==> config.mk <==
export PLATFORM = sky130hd
export DESIGN_NAME = store_fwd_ctrl
export DESIGN_NICKNAME = d
export VERILOG_FILES = /design/src/rtl/store_fwd_ctrl_pkg.sv /design/src/rtl/store_fwd_ctrl_fwd_stage_reg.sv /design/src/rtl/store_fwd_ctrl.sv
export SDC_FILE = /design/constraint.sdc
export NUM_CORES = 1
export LEC_CHECK = 0
export ABC_CLOCK_PERIOD_IN_PS = 2230
export CORE_MARGIN = 5
export CORE_UTILIZATION = 25
export CTS_BUF_LIST = sky130_fd_sc_hd__clkbuf_16
export CTS_CLUSTER_SIZE = 12
export DETAILED_ROUTE_END_ITERATION = 7
export PLACE_DENSITY = 0.52
export SYNTH_ARGS = -nofsm -noshare
export SYNTH_HDL_FRONTEND = slang
export SYNTH_HIERARCHICAL = 1
export SYNTH_SLANG_ARGS = --single-unit
==> constraint.sdc <==
create_clock -name clk -period 2.23 [get_ports clk]
set_clock_uncertainty 0.15 [all_clocks]
set_input_delay 0.3345 -clock clk [delete_from_list [all_inputs] [get_ports clk]]
set_output_delay 0.3345 -clock clk [all_outputs]
set_load 0.05 [all_outputs]
==> src/rtl/store_fwd_ctrl_pkg.sv <==
// Shared types and constants for the store-data forwarding controller.
// The package fixes the register-address width for the stage-info struct.
package store_fwd_ctrl_pkg;

    localparam int REG_AW = 5;

    localparam logic [1:0] WD_SEL_REG2  = 2'b00;
    localparam logic [1:0] WD_SEL_MEMRD = 2'b01;
    localparam logic [1:0] WD_SEL_WB    = 2'b10;

    typedef struct packed {
        logic              valid;
        logic [REG_AW-1:0] dst;
        logic              regwrite;
        logic              memread;
        logic              is_store;
        logic [REG_AW-1:0] rt;
    } stage_info_t;

    // True when slot s will write register r, which must not be the hardwired zero register.
    function automatic logic produces(stage_info_t s, logic [REG_AW-1:0] r,
                                      logic [REG_AW-1:0] zeroReg);
        return s.valid & s.regwrite & (s.dst == r) & (r != zeroReg);
    endfunction

endpackage

==> src/rtl/store_fwd_ctrl_fwd_stage_reg.sv <==
// One shadow pipeline slot: loads new stage info each cycle, or becomes a bubble.
// A bubble clears the whole slot so stale fields never look like a producer.
module fwd_stage_reg
    import store_fwd_ctrl_pkg::*;
(
    input  logic        clk,
    input  logic        rst,
    input  logic        bubble_i,
    input  stage_info_t d_i,
    output stage_info_t q_o
);

    stage_info_t slot_q;

    always_ff @(posedge clk) begin
        if (rst || bubble_i) begin
            slot_q <= '0;
        end else begin
            slot_q <= d_i;
        end
    end

    assign q_o = slot_q;

endmodule

==> src/rtl/store_fwd_ctrl.sv <==
// Load-use hazard detection and store-data mux select for the EX stage.
// Tracks EX/MEM/WB destination info in a shadow pipeline beside the ID/EX register.
module store_fwd_ctrl
    import store_fwd_ctrl_pkg::stage_info_t;
    import store_fwd_ctrl_pkg::produces;
    import store_fwd_ctrl_pkg::WD_SEL_REG2;
    import store_fwd_ctrl_pkg::WD_SEL_MEMRD;
    import store_fwd_ctrl_pkg::WD_SEL_WB;
#(
    parameter int          REG_AW   = store_fwd_ctrl_pkg::REG_AW,
    parameter int unsigned ZERO_REG = 0
) (
    input  logic              clk,
    input  logic              rst,
    input  logic              id_valid,
    input  logic [REG_AW-1:0] id_rs,
    input  logic [REG_AW-1:0] id_rt,
    input  logic              id_use_rs,
    input  logic              id_use_rt,
    input  logic              id_is_store,
    input  logic [REG_AW-1:0] id_dst,
    input  logic              id_regwrite,
    input  logic              id_memread,
    input  logic              flush,
    output logic              stall,
    output logic [1:0]        writedata_sel,
    output logic              ex_store
);

    localparam logic [REG_AW-1:0] ZERO_ADDR = REG_AW'(ZERO_REG);

    stage_info_t ex_q;
    stage_info_t mem_q;
    stage_info_t wb_q;
    stage_info_t exIn_d;
    logic        exBubble;
    logic        hazardRs;
    logic        hazardRt;
    logic [1:0]  wdSel_d;
    logic [1:0]  wdSel_q;

    // Store data sourced from a load never stalls: only ALU operands are hazard-checked.
    always_comb begin
        hazardRs = id_use_rs & (id_rs == ex_q.dst);
        hazardRt = id_use_rt & (id_rt == ex_q.dst);
        stall    = ~rst & id_valid & ~flush & ex_q.valid & ex_q.memread &
                   (ex_q.dst != ZERO_ADDR) & (hazardRs | hazardRt);
        exBubble = flush | stall;
    end

    always_comb begin
        exIn_d          = '0;
        exIn_d.valid    = id_valid;
        exIn_d.dst      = id_dst;
        exIn_d.regwrite = id_regwrite;
        exIn_d.memread  = id_memread;
        exIn_d.is_store = id_is_store;
        exIn_d.rt       = id_rt;
    end

    // Current EX/MEM become MEM/WB when the store reaches EX; the younger EX producer wins.
    always_comb begin
        wdSel_d = WD_SEL_REG2;
        if (id_valid && !exBubble && id_is_store && (id_rt != ZERO_ADDR)) begin
            if (produces(ex_q, id_rt, ZERO_ADDR)) begin
                wdSel_d = ex_q.memread ? WD_SEL_MEMRD : WD_SEL_REG2;
            end else if (produces(mem_q, id_rt, ZERO_ADDR)) begin
                wdSel_d = WD_SEL_WB;
            end
        end
    end

    always_ff @(posedge clk) begin
        if (rst) begin
            wdSel_q <= WD_SEL_REG2;
        end else begin
            wdSel_q <= wdSel_d;
        end
    end

    fwd_stage_reg u_ex (
        .clk      (clk),
        .rst      (rst),
        .bubble_i (exBubble),
        .d_i      (exIn_d),
        .q_o      (ex_q)
    );

    fwd_stage_reg u_mem (
        .clk      (clk),
        .rst      (rst),
        .bubble_i (1'b0),
        .d_i      (ex_q),
        .q_o      (mem_q)
    );

    fwd_stage_reg u_wb (
        .clk      (clk),
        .rst      (rst),
        .bubble_i (1'b0),
        .d_i      (mem_q),
        .q_o      (wb_q)
    );

    assign writedata_sel = wdSel_q;
    assign ex_store      = ex_q.valid & ex_q.is_store;

endmodule

==> metrics <==
CTS clock-pin slew for the worst setup and hold paths=~0.06 ns; antenna cells=0; register area=360 µm²; via/cell ratio=4.09; initial antenna violation count=0; I/O pins=28; HP Class=reg -> reg; die width=69.2 µm; DP Worst Slack=-0.0360 ns; Site Rows=21; Critical Path Start Type=primary input; count of final max-slew check failures=0; Avg Cell Area, Syn=~11 µm²; worst reg2reg endpoint=u_ex/q_o[9]; final worst-path cycle share=0.966; Num CTS Buffers=3; number of H-tree levels=1; Max-Cap Viols=0; crit end category=output pin; WHS=0.315 ns; PD cells=roughly 600 mW/mm²; CTS Sinks=18; VDD IR-drop max=236 µV; Initial DRC Count=15; Setup TNS=0 ns; Post-DP HPWL=1570 µm; most common cell after layout, fill and taps aside=clkdlybuf4s50_1; Worst Path Arrival=1.67 ns; vias in the first global route=761; clock network fraction of design power=0.443; hold worst-path end=writedata_sel[1]; root buf cell=clkbuf_16; Switching Fraction=0.208; Pre-antenna DRT Iters=3; Hold Vio Cnt, Final=0; commonest cells after routing, fill and taps aside=24 x clkdlybuf4s50_1, 18 x dfxtp_1, 12 x xor2_1, 12 x nor3b_2, 8 x buf_4; Initial Utilization=0.260; Pleak=0.504 nW; internal power=0.638 mW; FF-to-FF Start=u_ex/q_o[9]; GPL Wtd Cong=0.731; Comb power frac=0.135; DRC errors left=0; Syn Std Cell Area=876 µm²; setup ws final=0.0756 ns; Switch Pwr=between 0.15 and 0.2 mW; CTS tree=built; largest net degree at the start of global routing=17; Hold Path Origin=u_mem/q_o[7]; # hold bufs at CTS=0; CP Max Fanout=2; post-route ant nets=0; relative slew slack=0.665; Worst EP required=1.75 ns; clk_lat worst skew=0.25 ns; GRT Residual Overflow=0; multi-input logic area=approximately 470 µm²; Cells after Synth=77; Worst Tran Pin Value=0.500 ns; Final min period=approximately 2.2 ns; final setup violation count=0; Die Ht=69.2 µm; Port Buf Inserts=27; RSZ-0062 raised after global routing=false; core area=0.00336 mm²; aggregate routed wire length=2010 µm; worst hold path stage count=2; vias=655; clk buf depth=2; register share of total power=0.421; fmax=about 460 MHz; full die area=0.00479 mm²; status=finished, final reports clean; area delta synth->final=52.9%; crit path kind=in -> out; nets=139; Filler cells=380; Ys Warns=6; FF-to-FF setup slack=0.12 ns; Core Util, Final=0.398; Wirelength per Cell=12.5 µm; GRT Overall Usage=0.0931; reg2reg path depth=7; global-route wire length before repair=3580 µm; share of cells above drive strength 1=0.272
## how the worst max path moves through the flow
| stage | depth (start not counted) | slack, ns | end | startpoint |
|---|---|---|---|---|
| 4_1_cts | 6 | 0.02 | stall | id_rs[1] |
| 2_1_floorplan | 7 | 0.09 | u_ex/q_o[11] | u_ex/q_o[8] |
| 3_3_place_gp | 6 | -0.003 | stall | id_rs[0] |
| 5_1_grt | 7 | 0.005 | u_ex/q_o[5] | u_ex/q_o[9] |
| 6_report | 5 | 0.08 | stall | id_valid |
| 3_5_place_dp | 6 | -0.04 | stall | id_rs[0] |
## sequential cells by signal, summed over array words and instances (netlist names)
name and count:
u_ex/q_o 9, writedata_sel 2, u_mem/q_o 7
## layer usage
layer / track usage / share of wire / wire, µm / vias up
met5: 0 / 0 / 0 / -
li1: - / - / - / 341
met4: 0.0456 / 0.014 / 29 / 0
met1: 0.115 / 0.47 / 952 / 293
met3: 0.0348 / 0.067 / 134 / 2
met2: 0.142 / 0.44 / 888 / 19
## area by class of cell
type                       count  area share
multi-input combinational     55       0.353
clock buffer                   3      0.0561
timing repair buffer          36       0.273
tap                           46      0.0430
inverter                       1     0.00280
sequential                    18       0.269
clock inverter                 1     0.00280
## critical path, stage by stage
cell and delay, ns:
clkdlybuf4s50_1 0.47, nor3b_1 0.32, o2111ai_2 0.17, a21oi_2 0.21, buf_12 0.17
## timing repair
item,in CTS,in global routing
pin swaps,2,5
gates resized for setup,0,3
setup endpoints to repair,1,1
hold endpoints to repair,0,0
setup buffers,1,0
## metrics by stage
| stage | power [mW] | cells | area, µm² |
|---|---|---|---|
| floorplan | 0.395 | 78 | 880 |
| global placement | 0.455 | 155 | 1240 |
| detailed placement | 0.455 | 155 | 1240 |
| CTS | 0.810 | 160 | 1330 |
| global route | 0.839 | 160 | 1340 |
| finish | 0.806 | 160 | 1340 |
## power groups by stage
stage | logic (mW) | registers [mW] | clock network (mW)
after floorplan | 0.0522 | 0.343 | 0
after global placement | 0.109 | 0.347 | 0
after detailed placement | 0.109 | 0.346 | 0
after CTS | 0.110 | 0.340 | 0.361
after global routing | 0.119 | 0.341 | 0.379
final | 0.109 | 0.339 | 0.357
No activity file was read; power rests on OpenSTA's default activity.
